## src/rtl/l2_arbiter.sv

```systemverilog
// Two-port line-request arbiter in front of the L2: merges I-cache reads and
// D-cache reads/writebacks onto one L2 port with round-robin tie-breaking.
module l2_arbiter #(
  parameter int ADDR_W = 16,
  parameter int LINE_W = 128,
  parameter int MASK_W = 16
) (
  input  logic              clk,
  input  logic              rst,
  input  logic              i_mem_read,
  input  logic [ADDR_W-1:0] i_mem_address,
  output logic              i_mem_resp,
  output logic [LINE_W-1:0] i_mem_rdata,
  input  logic              d_mem_read,
  input  logic              d_mem_write,
  input  logic [ADDR_W-1:0] d_mem_address,
  input  logic [LINE_W-1:0] d_mem_wdata,
  input  logic [MASK_W-1:0] d_mem_byte_enable,
  output logic              d_mem_resp,
  output logic [LINE_W-1:0] d_mem_rdata,
  output logic              l2_mem_read,
  output logic              l2_mem_write,
  output logic [ADDR_W-1:0] l2_mem_address,
  output logic [LINE_W-1:0] l2_mem_wdata,
  output logic [MASK_W-1:0] l2_mem_byte_enable,
  input  logic              l2_mem_resp,
  input  logic [LINE_W-1:0] l2_mem_rdata
);

  typedef enum logic [1:0] {IDLE, BUSY_I, BUSY_D, DONE} state_t;

  state_t state;
  logic   last_grant_d;
  logic   i_req;
  logic   d_req;
  logic   grant_i;

  // I wins when D is idle or when D was the previous grantee.
  always_comb begin
    i_req   = i_mem_read;
    d_req   = d_mem_read | d_mem_write;
    grant_i = i_req & (~d_req | last_grant_d);
  end

  always_ff @(posedge clk) begin
    if (rst) begin
      state              <= IDLE;
      last_grant_d       <= 1'b1;
      i_mem_resp         <= 1'b0;
      d_mem_resp         <= 1'b0;
      i_mem_rdata        <= '0;
      d_mem_rdata        <= '0;
      l2_mem_read        <= 1'b0;
      l2_mem_write       <= 1'b0;
      l2_mem_address     <= '0;
      l2_mem_wdata       <= '0;
      l2_mem_byte_enable <= '0;
    end else begin
      case (state)
        IDLE: begin
          if (grant_i) begin
            l2_mem_address     <= i_mem_address;
            l2_mem_wdata       <= '0;
            l2_mem_byte_enable <= '0;
            l2_mem_read        <= 1'b1;
            l2_mem_write       <= 1'b0;
            last_grant_d       <= 1'b0;
            state              <= BUSY_I;
          end else if (d_req) begin
            // A write takes precedence when both D strobes are raised.
            l2_mem_address     <= d_mem_address;
            l2_mem_wdata       <= d_mem_wdata;
            l2_mem_byte_enable <= d_mem_byte_enable;
            l2_mem_read        <= ~d_mem_write;
            l2_mem_write       <= d_mem_write;
            last_grant_d       <= 1'b1;
            state              <= BUSY_D;
          end
        end
        BUSY_I: begin
          if (l2_mem_resp) begin
            l2_mem_read  <= 1'b0;
            l2_mem_write <= 1'b0;
            i_mem_rdata  <= l2_mem_rdata;
            i_mem_resp   <= 1'b1;
            state        <= DONE;
          end
        end
        BUSY_D: begin
          if (l2_mem_resp) begin
            if (l2_mem_read) begin
              d_mem_rdata <= l2_mem_rdata;
            end
            l2_mem_read  <= 1'b0;
            l2_mem_write <= 1'b0;
            d_mem_resp   <= 1'b1;
            state        <= DONE;
          end
        end
        DONE: begin
          i_mem_resp <= 1'b0;
          d_mem_resp <= 1'b0;
          state      <= IDLE;
        end
        default: state <= IDLE;
      endcase
    end
  end

endmodule

```

## config.mk

```make
export PLATFORM = sky130hd
export DESIGN_NAME = l2_arbiter
export DESIGN_NICKNAME = d
export VERILOG_FILES = /design/src/rtl/l2_arbiter.sv
export SDC_FILE = /design/constraint.sdc
export NUM_CORES = 1
export LEC_CHECK = 0
export CORE_AREA = 2 2 282 284
export CTS_BUF_LIST = sky130_fd_sc_hd__clkbuf_8
export DETAILED_ROUTE_END_ITERATION = 8
export DIE_AREA = 0 0 284 286
export SLEW_MARGIN = 5
export SYNTH_ARGS = -nofsm -noshare
export SYNTH_HDL_FRONTEND = slang
export SYNTH_SLANG_ARGS = --single-unit
```

## constraint.sdc

```tcl
create_clock -name clk -period 4.4 [get_ports clk]
set_clock_uncertainty 0.15 [all_clocks]
set_input_delay 0.44 -clock clk [delete_from_list [all_inputs] [get_ports clk]]
set_output_delay 0.44 -clock clk [all_outputs]
set_load 0.02 [all_outputs]
```

After elaboration in Yosys (flattened, before gate mapping). Cells that the tools add are included.

Register bits: 423. Input bits: 310. Output and inout bits: 420. Word-level logic and storage cells: 58.

Equal/unequal tests: 7. Muxes and demuxes: 22. Bitwise operators: 5. Reductions and logical operators: 13.

Operators by type and width (count): 2-to-1 mux 128 bit (2); 2-to-1 mux 16 bit (4); AND reduction 2 bit (5); 2-to-1 mux 1 bit (8); case mux 1 bit (2 select lines) (4); nonzero test 2 bit (4); 2-to-1 mux 2 bit (3); case mux 2 bit (3 select lines) (1); AND reduction 3 bit (2); equality test 2 bit (second input constant) (2); inequality test 2 bit (second input constant) (2); inequality test 3 bit (second input constant) (1); equality test 2 x 1 -> 1 bit (second input constant) (1); logical NOT 2 bit (1); inequality test 2 x 1 -> 1 bit (second input constant) (1); inverter 1 bit (2); OR 1 bit (2); OR reduction 2 bit (1); bitwise AND 1 bit (1).

Depth between registers and ports, before layout.
Depth after elaboration: 6. Mapped depth: 8. Mapped depth without buffers: 5.

Worst setup path before layout. No wires, ideal clock.

Kind: register to register. From: reg state[0]. To: reg l2_mem_read. Setup time: 0.070 ns. Arrival time: 1.403 ns. Data required time: 4.180 ns. Setup slack: 2.776 ns. Stages on the path, launching flop included: 5. Path buffers: 0. Clock period less this slack: 1.624 ns. Cell sequence: dfxtp_1 -> inv_1 -> ha_1 -> or4_1 -> a21oi_1.

Cells in the longest elaborated chain, start to end: 4. Elaborated cells between the ends (all ways): 9. Classes of those cells: eq/ne: 4; mux: 1; reduce/logical: 4.

Ends and longest elaborated chain: start, declared (RTL line 32) `state_t state;`; start signal, assigned (RTL line 47) `state <= IDLE;`; start signal, assigned (RTL line 68) `state <= BUSY_I;`; start signal, assigned (RTL line 77) `state <= BUSY_D;`; equality test 2 bit or equality test 2 x 1 -> 1 bit (tied branches) (RTL line 59) `case (state)`; OR reduction 2 bit (no source line); inequality test 2 x 1 -> 1 bit (no source line) or nonzero test 2 bit (tied branches); AND reduction 3 bit (no source line); end signal, assigned (RTL line 74) `l2_mem_read <= ~d_mem_write;`; end, declared (RTL line 21) `output logic l2_mem_read,`.

Several ways; a longest one is shown, not always the timed one. A chain may end at the register's enable or synchronous reset.

Worst setup path after layout.
From: reg state[0]. To: reg l2_mem_wdata[122].

Cells in the longest elaborated chain, start to end: 2.

Ends and longest elaborated chain: logical NOT 2 bit (RTL line 59); AND reduction 2 bit (no source line); end signal, assigned (RTL line 72) `l2_mem_wdata <= d_mem_wdata;`; end, declared (RTL line 24) `output logic [LINE_W-1:0] l2_mem_wdata,`.

No other way between the ends.

==> flow_summary_export.csv <==
group,metric,value,unit
global_routing,track_usage,0.1500,
global_routing,met2_usage,0.2429,
clock_tree,clock_insertion_delay_worst_skew,0.64,ns
global_routing,grt_util_met1,0.1835,
floorplan,floorplan.die.height,286,um
critical_path,crit_path_max_incr_delay,0.58,ns
detailed_routing,wl_per_cell,17.52,um
placement,portBuffers,729,
critical_path,critical_path.cell_chain,"inv_1 -> ha_1 -> o31a_2 -> buf_4 -> o211ai_1 -> a21oi_1",
floorplan,boundaryPins,730,
critical_path,r2r-end,"l2_mem_wdata[122]",
floorplan,chipWidth,284,um
hold_path,startpoint_of_the_most_critical_hold_path,"rst",
detailed_routing,drtPass1Iterations,5,
synth,post_synth.cell_area_avg,8.123,sq um
clock_tree,cts.reportedPaths.clkPinSlew,0.06,ns
clock_tree,cts_root_buffer,"sky130_fd_sc_hd__clkbuf_8",
sta,timing.final.setup_violations,0,
detailed_routing,finalWirelength,64510,um
sta,whs,0.1489,ns
critical_path,rr_worst_depth,6,
sta,worst_pin_slew,1.040,ns
sta,rsz_0062_raised_after_global_routing,"no",
critical_path,critical_path.n_buffers_inverters,2,
finish,drive_gt1_frac,0.05670,
global_routing,grt_pass1_vias,15351,
hold_path,whs_endpoint,"d_mem_rdata[114]",
placement,final_gp_congestion,0.8309,
critical_path,crit_path_start_kind,"register",
hold_path,worstHoldPathType,"in2reg",
sta,max-slew-margin-rel,0.2971,
global_routing,grt_overflow,0,
placement,hpwl,44420,um
finish,nets,2890,
critical_path,timing.reg2reg.setup_slack,1.87,ns
detailed_routing,vias,15930,
clock_tree,postCtsSetupBuffers,0,
sta,timing.fmax,0.3951,GHz
critical_path,cp_data_arrival_time,2.95,ns
critical_path,crit-reg2reg-launch,"state[0]",
critical_path,setup.worst_path.class,"reg2reg",
global_routing,grt_antenna_before_repair,9,
clock_tree,cts_htree_levels,3,
sta,hold_viol,0,
clock_tree,hold_buffers,0,
clock_tree,cts.repair.resized,0,
clock_tree,numCtsBuffers,80,
sta,setup_tns_after_final_layout,0,ns
global_routing,global_route.peak_usage_layer,"met2",
critical_path,timing.critical_path.fanout_max,38,
critical_path,critical_path_required,4.82,ns
job,maxCapViolCount,0,
hold_path,min_path_cells,2,
finish,area.growth.synth_to_final,63.05,%
power,power_per_cell_area,517.9,nW/um^2
clock_tree,clock_sink_count,423,
synth,netlist_area,15540,sq um
power,total_leakage_power,8.396,nW
floorplan,std_cell_core_area,78360,sq um
critical_path,crit_path_end_kind,"register",
detailed_routing,drt.antenna.violating_nets,0,
power,worst_ir_drop_vdd,0.3130,mV
synth,synth.yosys.warnings,0,
synth,synthCells,1913,
floorplan,rows,103,
detailed_routing,detail_route.drc_violations,0,
synth,sequential_area_share_after_synthesis,0.5449,
floorplan,start_util,0.1983,
clock_tree,cts_tree,"yes",
sta,tmin_final,2.531,ns
synth,synth_seq_cells,423,
global_routing,grt_start_max_net_pins,145,
global_routing,grt_first_pass_wirelength,95400,um
floorplan,die-area,81220,sq um
finish,fill_cells,8372,
critical_path,family_with_the_most_delay_on_the_worst_path,"compound AO/OA/AOI/OAI gates",
critical_path,timing.critical_path.slowest_stage_cell,"sky130_fd_sc_hd__o31a_2",
sta,finalMaxSlewViolations,0,
global_routing,groute.layer.met3.usage,0.05128,
synth,yosys.cell_types.count,32,
sta,timing.final.crit_share,0.5752,
detailed_routing,avgViaCountPerCell,4.326,
clock_tree,cts-root-to-sink-buffers,3,
detailed_routing,drtIter0Drc,790,
synth,post_syn_nets,2228,
run_status,status,"finished, final reports clean",
## cells in the mapped netlist, drive strengths merged
master,number,area share
a211o,1,0.00056
nor2b,3,0.0012
dfxtp,423,0.54
inv,3,0.00072
nor4b,1,0.00056
a311oi,17,0.0096
clkinv,1,0.00024
nor2,17,0.0041
ha,5,0.0040
a21oi,407,0.13
o31ai,3,0.0014
buf,105,0.036
nand2b,1,0.00040
o21ba,1,0.00064
o21bai,1,0.00072
or4b,1,0.00064
or4,1,0.00048
o31a,1,0.00056
o211ai,144,0.070
o21ai,19,0.0061
a2bb2oi,1,0.00056
nand4b,1,0.00056
nand3,18,0.0058
and2,1,0.00040
and3,1,0.00040
nand2,661,0.16
a21boi,1,0.00048
clkbuf,73,0.018
a211oi,1,0.00048
## through the flow
step           cell area, sq um    util  instances  total power [mW]  worst slack, ns
4_1_cts                   25330  0.3232       3678             13.34            1.844
3_5_place_dp              23760  0.3032       3543             9.401            1.385
3_3_place_gp              23760  0.3032       3543             9.384            1.377
6_report                  25340  0.3234       3682             13.12            1.869
2_1_floorplan             15540       -       1913             7.306            2.776
5_1_grt                   25340  0.3233       3681             13.86            1.730
## layout by cell type (no fill, tap or decap), types with 2 or more instances in the layout
cell	n
sky130_fd_sc_hd__nand2_1	660
sky130_fd_sc_hd__nand3_1	17
sky130_fd_sc_hd__o21ai_0	19
sky130_fd_sc_hd__a21oi_1	407
sky130_fd_sc_hd__o31ai_1	2
sky130_fd_sc_hd__nor2_1	17
sky130_fd_sc_hd__buf_4	15
sky130_fd_sc_hd__nor2b_1	3
sky130_fd_sc_hd__buf_12	14
sky130_fd_sc_hd__bufinv_16	2
sky130_fd_sc_hd__clkinvlp_4	2
sky130_fd_sc_hd__clkdlybuf4s50_1	728
sky130_fd_sc_hd__clkbuf_8	94
sky130_fd_sc_hd__clkinv_8	2
sky130_fd_sc_hd__ha_1	5
sky130_fd_sc_hd__a311oi_1	17
sky130_fd_sc_hd__o211ai_1	144
sky130_fd_sc_hd__clkinv_2	6
sky130_fd_sc_hd__inv_1	28
sky130_fd_sc_hd__diode_2	4
sky130_fd_sc_hd__inv_6	3
sky130_fd_sc_hd__dfxtp_1	423
## power breakdown
part,internal [mW],switching (mW)
registers,4.40,0.312
clock network,2.07,1.77
logic,1.83,2.74
total,8.30,4.82
## flip-flops by register name, indices dropped and copies added, names as in the netlist, 2 cells and up
signal and count:
d_mem_rdata 128, i_mem_rdata 128, l2_mem_wdata 128, l2_mem_address 16, l2_mem_byte_enable 16, state 2
## layer usage
layer | vias to the layer above | share of wire
li1 | 7804 | -
met1 | 7401 | 0.42
met2 | 587 | 0.47
met3 | 128 | 0.082
met4 | 10 | 0.031
met5 | - | 0.0011
## worst max-delay path by stage
stage                 from                 to  slack (ns)  cells after the start
2_1_floorplan     state[0]        l2_mem_read        2.78                      4
3_3_place_gp   l2_mem_resp    d_mem_rdata[26]        1.38                      5
3_5_place_dp   l2_mem_resp    d_mem_rdata[26]        1.39                      5
4_1_cts           state[0]  l2_mem_wdata[122]        1.84                      6
5_1_grt           state[0]   l2_mem_wdata[97]        1.73                      6
6_report          state[0]  l2_mem_wdata[122]        1.87                      6
## cells by family (layout without fill, tap and decap cells)
logic type,after synthesis,count (layout),synth area share
buffers and inverters,182,897,0.05499
other,0,4,0
AO/OA/AOI/OAI,597,597,0.2218
AND/OR/NAND/NOR,706,706,0.1742
adder cells (fa/ha/maj),5,5,0.004026
flip-flops,423,423,0.5449
## layout make-up
| cell class | instances | area, sq um | area share |
|---|---|---|---|
| Sequential cell | 423 | 8468 | 0.3342 |
| Clock buffer | 94 | 1294 | 0.05106 |
| Timing Repair Buffer | 758 | 7695 | 0.3037 |
| Clock inverter | 41 | 274.0 | 0.01081 |
| Tap cell | 1050 | 1314 | 0.05185 |
| Antenna cell | 4 | 10.01 | 0.0003950 |
| Multi-Input combinational cell | 1308 | 6266 | 0.2473 |
| Inverter | 4 | 17.52 | 0.0006913 |
(Power assumes the default switching activity.)
